--- config.mk ---
export PLATFORM = sky130hd
export DESIGN_NAME = core_seq
export DESIGN_NICKNAME = d
export VERILOG_FILES = /design/src/rtl/core_seq.sv
export SDC_FILE = /design/constraint.sdc
export NUM_CORES = 1
export LEC_CHECK = 0
export CAP_MARGIN = 20
export CORE_UTILIZATION = 47
export DETAILED_ROUTE_END_ITERATION = 6
export GPL_TIMING_DRIVEN = 1
export PLACE_DENSITY = 0.8
export SYNTH_ARGS = -nofsm -noshare
export SYNTH_HDL_FRONTEND = slang
export SYNTH_SLANG_ARGS = --single-unit
--- constraint.sdc ---
create_clock -name clk -period 2.57 [get_ports clk]
set_input_delay 0.257 -clock clk [delete_from_list [all_inputs] [get_ports clk]]
set_output_delay 0.257 -clock clk [all_outputs]
set_load 0.02 [all_outputs]
--- src/rtl/core_seq.sv ---
// core_seq: multi-cycle instruction sequencer (fetch/exec/mem/wb) for the NPC core.
// Holds the fetched instruction, gates EXU write enables to the writeback cycle,
// runs the IFU/LSU handshakes, counts retired instructions and stops on
// ebreak or on a bus watchdog timeout.
module core_seq #(
    parameter int ISA_WIDTH = 32,
    parameter int TIMEOUT   = 255,
    parameter int CNT_WIDTH = 64
) (
    input  logic                 clk,
    input  logic                 rst,
    output logic                 ifu_req,
    input  logic                 ifu_rvalid,
    input  logic [ISA_WIDTH-1:0] inst_in,
    output logic [ISA_WIDTH-1:0] inst_out,
    input  logic                 is_load,
    input  logic                 is_store,
    input  logic                 is_ebreak,
    output logic                 lsu_req,
    output logic                 lsu_wen,
    input  logic                 lsu_rvalid,
    input  logic                 pc_w_en_exu,
    input  logic                 gpr_w_en_exu,
    output logic                 pc_w_en,
    output logic                 gpr_w_en,
    output logic                 halt,
    output logic                 err,
    output logic [CNT_WIDTH-1:0] inst_cnt
);

    // Watchdog wide enough to hold TIMEOUT; kept at one bit when disabled.
    localparam int WD_W = (TIMEOUT > 0) ? $clog2(TIMEOUT + 1) : 1;

    typedef enum logic [2:0] {
        S_FETCH,
        S_EXEC,
        S_MEM,
        S_WB,
        S_HALT,
        S_ERR
    } state_e;

    state_e                state_q, state_d;
    logic [ISA_WIDTH-1:0]  inst_q, inst_d;
    logic [CNT_WIDTH-1:0]  cnt_q, cnt_d;
    logic [WD_W-1:0]       wd_q, wd_d;
    logic                  wd_expire;

    // The wait cycle being evaluated is the last one allowed: without rvalid
    // now, the count would reach TIMEOUT.
    assign wd_expire = (TIMEOUT != 0) && (wd_q == WD_W'(TIMEOUT - 1));

    // Next-state logic: state transitions, instruction latch, retire count, watchdog.
    always_comb begin
        // NOTE: every variable gets a default first so no path leaves it
        // unassigned; otherwise synthesis infers a latch.
        state_d = state_q;
        inst_d  = inst_q;
        cnt_d   = cnt_q;
        wd_d    = '0;  // cleared on any transition, so each FETCH/MEM entry starts at 0
        unique case (state_q)
            S_FETCH: begin
                if (ifu_rvalid) begin
                    inst_d  = inst_in;
                    state_d = S_EXEC;
                end else if (wd_expire) begin
                    state_d = S_ERR;
                end else begin
                    wd_d = wd_q + WD_W'(1);
                end
            end
            S_EXEC: begin
                // ebreak wins over any load/store decode of the same word
                if (is_ebreak)                 state_d = S_HALT;
                else if (is_load || is_store)  state_d = S_MEM;
                else                           state_d = S_WB;
            end
            S_MEM: begin
                if (lsu_rvalid) begin
                    state_d = S_WB;
                end else if (wd_expire) begin
                    state_d = S_ERR;
                end else begin
                    wd_d = wd_q + WD_W'(1);
                end
            end
            S_WB: begin
                cnt_d   = cnt_q + CNT_WIDTH'(1);
                state_d = S_FETCH;
            end
            S_HALT:  state_d = S_HALT;
            S_ERR:   state_d = S_ERR;
            default: state_d = S_FETCH;
        endcase
    end

    // State registers with synchronous reset.
    always_ff @(posedge clk) begin
        // NOTE: sequential state uses non-blocking assignments so every
        // register samples pre-edge values regardless of statement order.
        if (rst) begin
            state_q <= S_FETCH;
            inst_q  <= '0;
            cnt_q   <= '0;
            wd_q    <= '0;
        end else begin
            state_q <= state_d;
            inst_q  <= inst_d;
            cnt_q   <= cnt_d;
            wd_q    <= wd_d;
        end
    end

    assign ifu_req  = (state_q == S_FETCH);
    assign lsu_req  = (state_q == S_MEM);
    assign lsu_wen  = (state_q == S_MEM) && is_store;
    assign pc_w_en  = (state_q == S_WB) && pc_w_en_exu;
    assign gpr_w_en = (state_q == S_WB) && gpr_w_en_exu && !is_store;
    assign halt     = (state_q == S_HALT);
    assign err      = (state_q == S_ERR);
    assign inst_out = inst_q;
    assign inst_cnt = cnt_q;

endmodule

; Word-level counts from Yosys, hierarchy flattened
; Index checks and enable logic that the tools add are counted.
[word_totals]
reg_bits = 107
inputBits = 41
out_inout_bits = 103
wordCells = 30
[classes]
addsub = 2
eq_ne = 6
mux = 10
reduce_logical = 8
[ops]
columns = op, n
row1 = $add A64 B1 Y64 const B, 1
row2 = $mux W8, 3
row3 = $pmux W8 S2, 1
row4 = $pmux W3 S5, 1
row5 = $mux W3, 4
row6 = $add A8 B1 Y8 const B, 1
row7 = $eq A8 B8 Y1 const B, 1
row8 = $eq A3 B2 Y1 const B, 2
row9 = $eq A3 B3 Y1 const B, 2
row10 = $logic_and A1 B1 Y1, 4
row11 = $eq A3 B1 Y1 const B, 1
row12 = $logic_not A3 Y1, 1
row13 = $reduce_and A2 Y1, 1
row14 = $logic_not A1 Y1, 1
row15 = $logic_or A1 B1 Y1, 1
row16 = $mux W1, 1

; Longest topological paths before layout
[logic_depth]
word_depth = 4
ltp_mapped = 7
depth_no_buf = 7

; Worst setup path before layout
; Ideal clock, no wire load.
[synth_path]
path_kind = reg2reg
from = reg cnt_q[11], in the netlist inst_cnt[11]
to = reg cnt_q[63], in the netlist inst_cnt[63]
setup_time_ns = 0.123
arrival_ns = 2.267
required_time_ns = 2.447
slack_ns = 0.180
stages_incl_launch_ff = 7
path_buffers = 1
period_less_slack_ns = 2.390
path_cell_list = dfxtp_1 > nand4_1 > or4_1 > or2_1 > clkbuf_1 > nor4_2 > mux2_1
[synth_between]
elab_chain_cells = 1
[synth_lines]
columns = element, line_no
row1 = start: declaration, 45  ; logic [CNT_WIDTH-1:0] cnt_q, cnt_d;
row2 = start signal: assignment, 109  ; cnt_q <= cnt_d;
row3 = $add A64 B1 Y64, 88  ; cnt_d = cnt_q + CNT_WIDTH'(1);
; Every way passes these cells.
; A chain may end at the register's enable or synchronous reset.

; Worst setup path after layout
[layout_path]
from = reg state_q[2]
to = reg cnt_q[63], in the netlist inst_cnt[63]
[layout_between]
elab_chain_cells = 1
[layout_lines]
columns = element, line_no
row1 = start: declaration, 43  ; state_e state_q, state_d;
row2 = start signal: assignment, 107  ; state_q <= state_d;
row3 = $eq A3 B2 Y1, 61  ; unique case (state_q)
; Every way passes these cells.

==> results.cfg <==
[floorplan]
start_util_pct = 48.6
ios = 144
die-area_sq_um = 10500
die_h_um = 103
rows = 36
core_area_sq_um = 9770
die_w_um = 103

[sta]
final.setup_skew_ns = 0.0110
finalSetupViolCount = 0
tightest_slew_ns = 0.712
drv_slew = 0
period_needed_ns = 2.38
hold_violations = 0
rsz0062_at_grt = false
fmax_ghz = 0.420
post-route-period-util_pct = 92.6
slew_headroom_pct = 52.6
totalNegativeSetupSlack_ns = 0
hold_slack_ns = 0.428

[power]
sequentialPowerShare_pct = 55.6
leakage_nw = 2.26
p_clk_share_pct = 32.2
p_int_mw = 2.33
swShare_pct = 25.0
pwr-share-comb_pct = 12.2
powerDensity_nw_per_um2 = 474
irDropWorstVdd_mv = 0.293
netSwitchingPower_mw = 0.778

[logic_synthesis]
ys_ff_latch = 107
ys_seq_area_share_pct = 45.1
synth-compound-area-share_pct = 10.9
synth_edf_count = 0
synthTopCellsByArea = dfxtp_1, nand2_1, a21oi_1
ys.warnings.count = 0
synth.avg_cell_area_sq_um = 8.25
synth_top_family_by_area = simple AND/OR/NAND/NOR gates
synth_top_area_cell = dfxtp_1
yosys.area_share.simple_pct = 32.2
synthesis.area_sq_um = 4750
yosys.area_share.adder_pct = 0.790
postSynthNetCount = 620
synthMuxAreaShare_pct = 1.37
synth-xor-area-share_pct = 6.63
synth_top_cell_area_share_pct = 45.1
synthCells = 576
ys_types = 45
async_flop_share_pct = 0
ys.flop_type = dfxtp_1

[global_routing]
grt_max_degree = 40
antenna_found_initial = 0
overflow = 0
grt_usage_pct = 23.8
grt_pass1_wl_mm = 19.9
first_global_vias = 4263

[clocking]
post_cts_resized = 0
clkSinkCount = 107
cts-hold-fix-buffers = 0
clockBufferDepth = 2
cts_buffers = 9
cts_tree = built
cts_setup_buffers = 0
h-tree-depth = 3
root_buffer = clkbuf_8
path_clk_slew_ns = 0.09
clk-insertion-delay-late_ns = 0.37

[hold_path]
worstHoldStart = rst
holdPathStages = 2
hp-class = input pin to register
hold_path_end = inst_cnt[35]$_SDFFE_PP0N_

[setup_path]
end_kind = register
cpPeakStageDelay_ns = 0.62
reg2reg_from = state_q[2]$_SDFF_PP0_
required_ns = 2.83
rr_worst_depth = 5
cp_slowest_cell = or4_1
arrival_ns = 2.64
r2r_slack_ns = 0.19
cp_cell_sequence = nand4b_1 -> or4_1 -> or2_1 -> nor4_2 -> mux2_1
start_kind = register
critPathMaxFanout = 10
regToRegEndpoint = inst_cnt[63]$_SDFFE_PP0N_
criticalPathCategory = register to register
startpoint = state_q[2]$_SDFF_PP0_

[flow_run]
maxCapViolations = 0

[route]
avgViaCountPerCell = 5.43
postRouteAntennaNets = 0
dr.pass1.iters = 5
drt_wl_total_mm = 12.8
num_vias = 4656
wire_per_inst_um = 14.9
drtIter0Drc = 219
drc = 0

[final_layout]
nets = 764
drive_gt1_share_pct = 6.76
final_util_pct = 67.0
final_cell_mix = clkdlybuf4s50_1, dfxtp_1, nand2_1, a21oi_1, nor2_1
n_antenna_cell = 0
mostFrequentLayoutCell = clkdlybuf4s50_1
syn2layout_area_growth_pct = 37.8
final_cells = 858
fillers = 824

[place]
dpl.cell_count = 842
dp_hpwl_mm = 9.25
gp_congestion = 0.854
io_buffers = 143

[outcome]
status = finished clean
-- routing by layer --
metal / vias to the layer above / global-route usage [%] / part of all wire [%]
li1: 2306 / - / -
met1: 2206 / 30.7 / 44
met2: 134 / 39.7 / 50
met3: 10 / 5.69 / 5.7
met4: 0 / 6.37 / 0.90
met5: - / 0 / 0
-- area by class of cell --
class	count	area [sq um]	area share, %
inverters	12	45.0	0.688
well taps	133	166	2.54
clock buffers	11	131	2.01
flip-flops and latches	107	2140	32.7
repair buffers	159	1550	23.6
clock inverters	5	53.8	0.821
multi-input cells	431	2470	37.6
-- how the worst max path moves through the flow --
stage / end / slack [ns] / depth (start not counted)
floorplan: inst_cnt[63]$_SDFFE_PP0N_ / 0.18 / 6
global placement: inst_cnt[63]$_SDFFE_PP0N_ / 0.28 / 5
detailed placement: inst_cnt[63]$_SDFFE_PP0N_ / 0.19 / 5
CTS: inst_cnt[63]$_SDFFE_PP0N_ / 0.18 / 5
global route: inst_cnt[62]$_SDFFE_PP0N_ / 0.04 / 5
finish: inst_cnt[63]$_SDFFE_PP0N_ / 0.19 / 5
-- state kept, by name, indices dropped and copies added (netlist names) --
name,flops
state_q,3
wd_q,8
inst_cnt,64
inst_out,32
-- power by group through the flow --
stage / clock network [mW] / registers [mW] / logic, mW
2_1_floorplan: 0 / 1.81 / 0.145
3_3_place_gp: 0 / 1.76 / 0.375
3_5_place_dp: 0 / 1.77 / 0.381
4_1_cts: 1.03 / 1.73 / 0.383
5_1_grt: 1.09 / 1.74 / 0.413
6_report: 1.00 / 1.73 / 0.380
-- synth_stat cells, drive strengths merged (5+ instances only) --
library cell / number
dfxtp: 107
nand2: 87
a21oi: 65
nor2: 57
nand4: 29
nand3: 27
xor2: 25
or3: 23
o21ai: 22
clkbuf: 21
and3: 11
inv: 11
or4: 11
xnor2: 11
nor3: 9
nor4: 9
and2: 7
o31ai: 7
buf: 5
-- cell families (layout without fill, tap and decap cells) --
family,Yosys count,after routing
XOR/XNOR,36,36
buffers and inverters,38,187
AND/OR/NAND/NOR,288,288
adder cells (fa/ha/maj),3,3
AO/OA/AOI/OAI,98,98
multiplexers,6,6
flip-flops,107,107
-- stage by stage --
stage          cell area (sq um)  worst slack (ns)  total power, mW
4_1_cts                     6550             0.180             3.14
5_1_grt                     6550            0.0395             3.24
3_5_place_dp                6370             0.190             2.15
2_1_floorplan               4750             0.180             1.96
6_report                    6550             0.189             3.11
3_3_place_gp                6370             0.275             2.14
-- worst max-delay path: cells and delay by family, from the launching register on --
| family | cells | cell delay (ns) |
|---|---|---|
| simple gates | 4 | 1.53 |
| flops | 1 | 0.39 |
| mux | 1 | 0.34 |
No activity file was read; power rests on OpenSTA's default activity.
